File: src/rtl/cv32e40p_rvfi_retire_buf.sv
// rtl/cv32e40p_rvfi_retire_buf.sv - RVFI retirement tracker: per-stage shadow records plus an ordered output FIFO
// Records follow the core's pipeline via adv_i/kill_i and are stamped with a retirement order on exit.
module cv32e40p_rvfi_retire_buf #(
  parameter int NSTAGES = 3,
  parameter int DEPTH   = 4,
  parameter int INFO_W  = 8
) (
  input  logic                       clk_i,
  input  logic                       rst_i,
  input  logic                       in_valid_i,
  input  logic [31:0]                in_insn_i,
  input  logic [31:0]                in_pc_rdata_i,
  input  logic [4:0]                 in_rd_addr_i,
  input  logic [INFO_W-1:0]          in_info_i,
  input  logic [NSTAGES-1:0]         adv_i,
  input  logic [NSTAGES-1:0]         kill_i,
  input  logic [31:0]                rd_wdata_i,
  input  logic                       rvfi_ready_i,
  output logic                       rvfi_valid,
  output logic [63:0]                rvfi_order,
  output logic [31:0]                rvfi_insn,
  output logic [31:0]                rvfi_pc_rdata,
  output logic [4:0]                 rvfi_rd_addr,
  output logic [31:0]                rvfi_rd_wdata,
  output logic [INFO_W-1:0]          rvfi_info,
  output logic [$clog2(DEPTH+1)-1:0] level_o,
  output logic                       overflow_o
);

  localparam int LW = $clog2(DEPTH + 1);
  localparam int PW = $clog2(DEPTH);
  localparam logic [LW-1:0] FULL_LVL = LW'(DEPTH);

  typedef struct packed {
    logic [31:0]       insn;
    logic [31:0]       pc;
    logic [4:0]        rd;
    logic [INFO_W-1:0] info;
  } rec_t;

  typedef struct packed {
    logic [63:0] order;
    rec_t        rec;
    logic [31:0] wdata;
  } ent_t;

  logic [NSTAGES-1:0] valid_q, valid_d;
  rec_t               stg_q [NSTAGES];
  rec_t               stg_d [NSTAGES];
  ent_t               mem_q [DEPTH];
  ent_t               mem_d [DEPTH];
  logic [PW-1:0]      wptr_q, wptr_d, rptr_q, rptr_d;
  logic [LW-1:0]      cnt_q, cnt_d;
  logic [63:0]        order_q, order_d;
  logic               ovf_q, ovf_d;
  logic               retire, pop, push, full;

  // A record loading into a stage survives that stage's kill; only the old occupant is discarded.
  always_comb begin
    valid_d = valid_q;
    stg_d   = stg_q;
    if (in_valid_i) begin
      stg_d[0].insn = in_insn_i;
      stg_d[0].pc   = in_pc_rdata_i;
      stg_d[0].rd   = in_rd_addr_i;
      stg_d[0].info = in_info_i;
      valid_d[0]    = 1'b1;
    end else if (adv_i[0] | kill_i[0]) begin
      valid_d[0] = 1'b0;
    end
    for (int k = 1; k < NSTAGES; k++) begin
      if (adv_i[k-1]) begin
        stg_d[k]   = stg_q[k-1];
        valid_d[k] = valid_q[k-1] & ~kill_i[k-1];
      end else if (adv_i[k] | kill_i[k]) begin
        valid_d[k] = 1'b0;
      end
    end
  end

  assign retire = valid_q[NSTAGES-1] & adv_i[NSTAGES-1] & ~kill_i[NSTAGES-1];
  assign full   = (cnt_q == FULL_LVL);
  assign pop    = (cnt_q != '0) & rvfi_ready_i;
  assign push   = retire & (~full | pop);

  always_comb begin
    mem_d   = mem_q;
    wptr_d  = wptr_q;
    rptr_d  = rptr_q;
    cnt_d   = cnt_q;
    order_d = order_q;
    ovf_d   = ovf_q;
    if (push) begin
      mem_d[wptr_q].order = order_q;
      mem_d[wptr_q].rec   = stg_q[NSTAGES-1];
      mem_d[wptr_q].wdata = (stg_q[NSTAGES-1].rd == 5'd0) ? 32'd0 : rd_wdata_i;
      wptr_d              = wptr_q + PW'(1);
    end
    if (pop) begin
      rptr_d = rptr_q + PW'(1);
    end
    if (push & ~pop) begin
      cnt_d = cnt_q + LW'(1);
    end else if (pop & ~push) begin
      cnt_d = cnt_q - LW'(1);
    end
    // Dropped records still burn an order value so the consumer can see the gap.
    if (retire) begin
      order_d = order_q + 64'd1;
    end
    if (retire & ~push) begin
      ovf_d = 1'b1;
    end
  end

  always_ff @(posedge clk_i or posedge rst_i) begin
    if (rst_i) begin
      valid_q <= '0;
      for (int k = 0; k < NSTAGES; k++) stg_q[k] <= '0;
      for (int i = 0; i < DEPTH; i++) mem_q[i] <= '0;
      wptr_q  <= '0;
      rptr_q  <= '0;
      cnt_q   <= '0;
      order_q <= '0;
      ovf_q   <= 1'b0;
    end else begin
      valid_q <= valid_d;
      stg_q   <= stg_d;
      mem_q   <= mem_d;
      wptr_q  <= wptr_d;
      rptr_q  <= rptr_d;
      cnt_q   <= cnt_d;
      order_q <= order_d;
      ovf_q   <= ovf_d;
    end
  end

  assign rvfi_valid    = (cnt_q != '0);
  assign rvfi_order    = mem_q[rptr_q].order;
  assign rvfi_insn     = mem_q[rptr_q].rec.insn;
  assign rvfi_pc_rdata = mem_q[rptr_q].rec.pc;
  assign rvfi_rd_addr  = mem_q[rptr_q].rec.rd;
  assign rvfi_rd_wdata = mem_q[rptr_q].wdata;
  assign rvfi_info     = mem_q[rptr_q].rec.info;
  assign level_o       = cnt_q;
  assign overflow_o    = ovf_q;

endmodule

File: config.mk
export PLATFORM = sky130hd
export DESIGN_NAME = cv32e40p_rvfi_retire_buf
export DESIGN_NICKNAME = d
export VERILOG_FILES = /design/src/rtl/cv32e40p_rvfi_retire_buf.sv
export SDC_FILE = /design/constraint.sdc
export NUM_CORES = 2
export LEC_CHECK = 0
export BUFFER_PORTS_ARGS = -buffer_cell sky130_fd_sc_hd__buf_2
export CORE_MARGIN = 5
export CORE_UTILIZATION = 54
export DETAILED_ROUTE_END_ITERATION = 8
export PLACE_DENSITY = 0.75
export SLEW_MARGIN = 20
export SYNTH_ARGS = -nofsm -noshare
export SYNTH_HDL_FRONTEND = slang
export SYNTH_SLANG_ARGS = --single-unit
File: constraint.sdc
create_clock -name clk_i -period 34.6 [get_ports clk_i]
set_clock_uncertainty 0.15 [all_clocks]
set_input_delay 6.92 -clock clk_i [delete_from_list [all_inputs] [get_ports clk_i]]
set_output_delay 6.92 -clock clk_i [all_outputs]
set_load 0.02 [all_outputs]
### Word-level counts from Yosys, hierarchy flattened

Cells that the tools add are included.

* $lt $le $gt $ge: 3
* mux-type cells: 21
* bitwise logic cells: 21
* add/subtract/negate cells: 5
* reductions and logical operators: 7
* equal/unequal tests: 1

Operators with widths (number)
* $bwmux W692: 3
* $demux W173 S2: 3
* $mux W173: 3
* $bmux W173 S2: 1
* $mux W109: 1
* $add A64 B1 Y64 const B: 1
* $mux W32: 2
* $and A1 B1 Y1: 9
* $reduce_bool A2 Y1: 4
* $ge A3 B3 Y1 const B: 2
* $mux W1: 6
* $mux W3: 2
* $not A1 Y1: 6
* $not A2 Y3: 2
* $logic_not A5 Y1: 1
* $add A2 B1 Y2 const B: 2
* $or A1 B1 Y1: 4
* $add A3 B1 Y3 const B: 1
* $eq A3 B3 Y1 const B: 1
* $lt A3 B1 Y1 const B: 1
* $reduce_bool A3 Y1: 1
* $sub A3 B1 Y3 const B: 1
* $logic_and A1 B1 Y1: 1

* logic and storage cells: 102
* register bits after elaboration: 998

### Logic depth before layout (Yosys ltp)

* depth in word-level cells: 8
* mapped depth: 8
* depth with buffers taken out: 8

### Least setup slack after synthesis

OpenSTA, ideal clock, no wires.

* kind: register -> output
* from: register rptr_q[1]
* to: output rvfi_order[0]
* path slack: 25.940 ns
* stages on the path, launching flop included: 4
* arrival time: 1.590 ns
* path buffers: 2
* required time: 27.530 ns
* path through: dfrtp_1 -> clkbuf_1 -> buf_1 -> mux4_2

* word-level cells in the longest chain between the ends: 4

Ends and longest elaborated chain
* start: declaration: line 52 `logic [PW-1:0] wptr_q, wptr_d, rptr_q, rptr_d;`
* start signal: assignment: line 131 `rptr_q <= rptr_d;`
* $not A2 Y3 (not written as such): line 139 `assign rvfi_order = mem_q[rptr_q].order;`
* $bmux W173 S2: line 139
* $mux W173 (2 in series)
* end: declaration: line 20 `output logic [63:0] rvfi_order,`

Every way passes these cells. The select of a mux whose other input is x is not followed.

### Worst setup path after layout

* from: register rptr_q[1]
* to: output rvfi_insn[0]

* word-level cells in the longest chain between the ends: 4

Ends and longest elaborated chain
* $not A2 Y3 (not written as such): line 140 `assign rvfi_insn = mem_q[rptr_q].rec.insn;`
* $bmux W173 S2: line 140
* $mux W173 (2 in series)
* end: declaration: line 21 `output logic [31:0] rvfi_insn,`

Every way passes these cells. The select of a mux whose other input is x is not followed.

==> impl_metrics.tcl <==
set metrics [dict create \
    io_pins 297 \
    rr_startpoint "level_o[0]$_DFFE_PP0P_" \
    final_antenna_net_count 0 \
    power_density_nw_per_um2 63.4 \
    min_from "mem_q[541]$_DFFE_PP0P_" \
    place_hpwl_mm 54.2 \
    top_layer "met5" \
    viasPerCell 5.70 \
    clkSinkCount 998 \
    syn_to_final_growth_pct 14.1 \
    die_w_um 288 \
    yosysTopAreaCell "dfrtp_1" \
    ir_drop_mv 0.0632 \
    slew_viol_final 0 \
    critPathMaxStageDelay_ps 860 \
    htree_levels 3 \
    synth.distinct_cells 47 \
    finalWorstSetupSlack_ps 23840 \
    layout-drive-gt1-share_pct 48.3 \
    clk_path_buf_depth 3 \
    numCtsBuffers 102 \
    yosysMostFrequentCell "dfrtp_1" \
    grt_max_degree 211 \
    path_cells "buf_4 > buf_4 > mux4_2 > buf_2" \
    ctsHoldBuffers 0 \
    rr_worst_depth 6 \
    drcViolationCount 0 \
    timing.rr.end "mem_q[417]$_DFFE_PP0P_" \
    vias 23400 \
    slew_headroom_pct 28.9 \
    die_area_um2 83000 \
    grt_pass1_wl_mm 146 \
    die_h_um 288 \
    synth_top_area_share_pct 59.8 \
    critPathCaptureType "output pin" \
    cts-root-buf "clkbuf_16" \
    cts_resized 0 \
    slowest_stage "buf_4" \
    placedCellCount 3904 \
    cp_common_cell "buf_4" \
    final_area_um2 47600 \
    wl_met2_mm 45.9 \
    post-cts-setup-buffers 0 \
    synthTopCellsByArea "dfrtp_1, mux2_2, mux4_2" \
    num_rows 102 \
    path_max_fanout 44 \
    post_drt_wl_per_cell_um 22.0 \
    antenna_found_initial 8 \
    layout_worst_path_cycle_share_pct 31.1 \
    synth_ff_type "dfrtp_1" \
    hold_path.class "reg2reg" \
    netlist_area_um2 41800 \
    hold_depth 2 \
    syn-num-nets 2862 \
    drv_cap 0 \
    finalWirelength_mm 90.1 \
    dp_worst_setup_slack_ps 22940 \
    port_buffers 296 \
    final.min_clock_period_ps 10760 \
    leakage_uw 0.0232 \
    met1_length_mm 37.6 \
    arrival_ps 3690 \
    synth-seq-cells 998 \
    grt_usage_pct 22.1 \
    max_slew.worst_pin.slew_ps 1070 \
    syn_inst 2736 \
    insertion_delay_ps 660 \
    start_kind "flop" \
    ys_seq_area_share_pct 59.8 \
    synth-async-reset-ratio_pct 100 \
    max_freq_ghz 0.0929 \
    first_pass_iters 5 \
    nets 3097 \
    grt-ovfl-total 0 \
    clk_transition_reported_paths_ps 60 \
    cts_tree "yes" \
    drtIter0Drc 1300 \
    outcome "completed" \
    core-area_um2 77100 \
    place_area_um2 43900 \
    finalPower_uw 3020 \
    syn_area_per_cell_um2 15.3 \
    criticalPathCategory "reg2out" \
    rsz0062_at_grt "no" \
    cp.required_ps 27530 \
    initial_core_util_pct 54.2 \
    synth_warnings 0 \
    hold_end "mem_q[541]$_DFFE_PP0P_" \
    synth-edff-count 0 \
    instances_no_fill 4102 \
    hold_violations 0 \
    grt_pass1_vias 26000 \
    gp_congestion 0.760 \
    synth_common_cells "dfrtp_1, mux2_2, nand2_1" \
    met3_length_mm 4.87 \
    setup_tns_ps 0 \
    r2r_slack_ps 30700 \
    setup_viol 0 \
]
cell families (layout without fill, tap and decap cells):
kind of cell    after synthesis  after routing  synth area share, %
compound gates              164            164                 1.99
xor+xnor                     69             69                 1.45
fa+ha+maj                     7              7                0.228
buf+inv                     210            532                 2.39
flops                       998            998                 59.8
mux                         937            937                 29.9
other cells                   0              4                    0
simple gates                351            351                 4.21
metrics by stage:
stage / hold WS, ps / utilization (%)
3_5_place_dp: 314 / 57.0
6_report: 325 / 61.8
5_1_grt: 334 / 61.8
2_1_floorplan: 295 / -
3_3_place_gp: 296 / 57.0
4_1_cts: 324 / 61.6
worst max-delay path by stage:
| stage | from | end | slack [ps] | cells after the start |
|---|---|---|---|---|
| finish | rptr_q[1]$_DFFE_PP0P_ | rvfi_insn[0] | 23840 | 4 |
| global route | rptr_q[1]$_DFFE_PP0P_ | rvfi_pc_rdata[20] | 23460 | 4 |
| CTS | rst_i | stg_q[52]$_DFFE_PP0P_ | 23620 | 6 |
| detailed placement | rst_i | mem_q[437]$_DFFE_PP0P_ | 22940 | 6 |
| global placement | rst_i | stg_q[136]$_DFFE_PP0P_ | 23210 | 6 |
| floorplan | rst_i | level_o[0]$_DFFE_PP0P_ | 13780 | 1 |
where the power goes:
part | total (uW) | switching [uW] | internal (uW)
Sequential | 1370 | 88.2 | 1280
Combinational | 496 | 265 | 231
Clock | 1160 | 457 | 698
Total | 3020 | 810 | 2210
layout make-up:
cell class	count	area, um^2
Sequential cell	998	25000
Clock buffer	147	2980
Inverter	14	56.3
Fill cell	5691	29500
Multi-Input combinational cell	1528	15800
Timing Repair Buffer	327	1850
Tap cell	1040	1300
Clock inverter	44	632
Antenna cell	4	10.0
critical path, delay by kind of cell (launching register included):
| family | cells | cell delay (ps) |
|---|---|---|
| flip-flops | 1 | 540 |
| multiplexers | 1 | 670 |
| buffers and inverters | 3 | 1800 |
per-layer routing:
| layer | vias to the layer above | GRT usage, % |
|---|---|---|
| li1 | 10300 | - |
| met1 | 12500 | 29.8 |
| met2 | 509 | 37.3 |
| met3 | 112 | 4.39 |
| met4 | 6 | 5.90 |
| met5 | - | 0 |
state kept, by name, indices dropped and copies added, names as in the netlist:
signal	flops
mem_q	692
stg_q	231
order_q	64
level_o	3
valid_q	3
rptr_q	2
wptr_q	2
overflow_o	1
placed cells by master, fill, tap and decap left out, types with 5 or more instances in the layout:
cell type,synthesis,layout
ha_1,6,6
xor2_1,41,41
buf_6,3,5
nor3_1,16,16
clkbuf_16,0,103
bufinv_16,0,13
dfrtp_1,998,996
inv_1,14,13
nand3_1,17,17
buf_4,3,22
nor3_2,6,6
o21ai_0,161,161
clkinv_2,0,18
clkbuf_8,5,24
mux4_2,173,173
nor4_2,10,10
nor2_1,18,18
xnor2_1,28,28
nand2_1,232,228
clkbuf_1,73,20
clkinvlp_4,0,6
mux2_2,764,764
nand4_1,13,13
buf_2,90,293
Note: power is estimated with default switching activity, not from simulation.
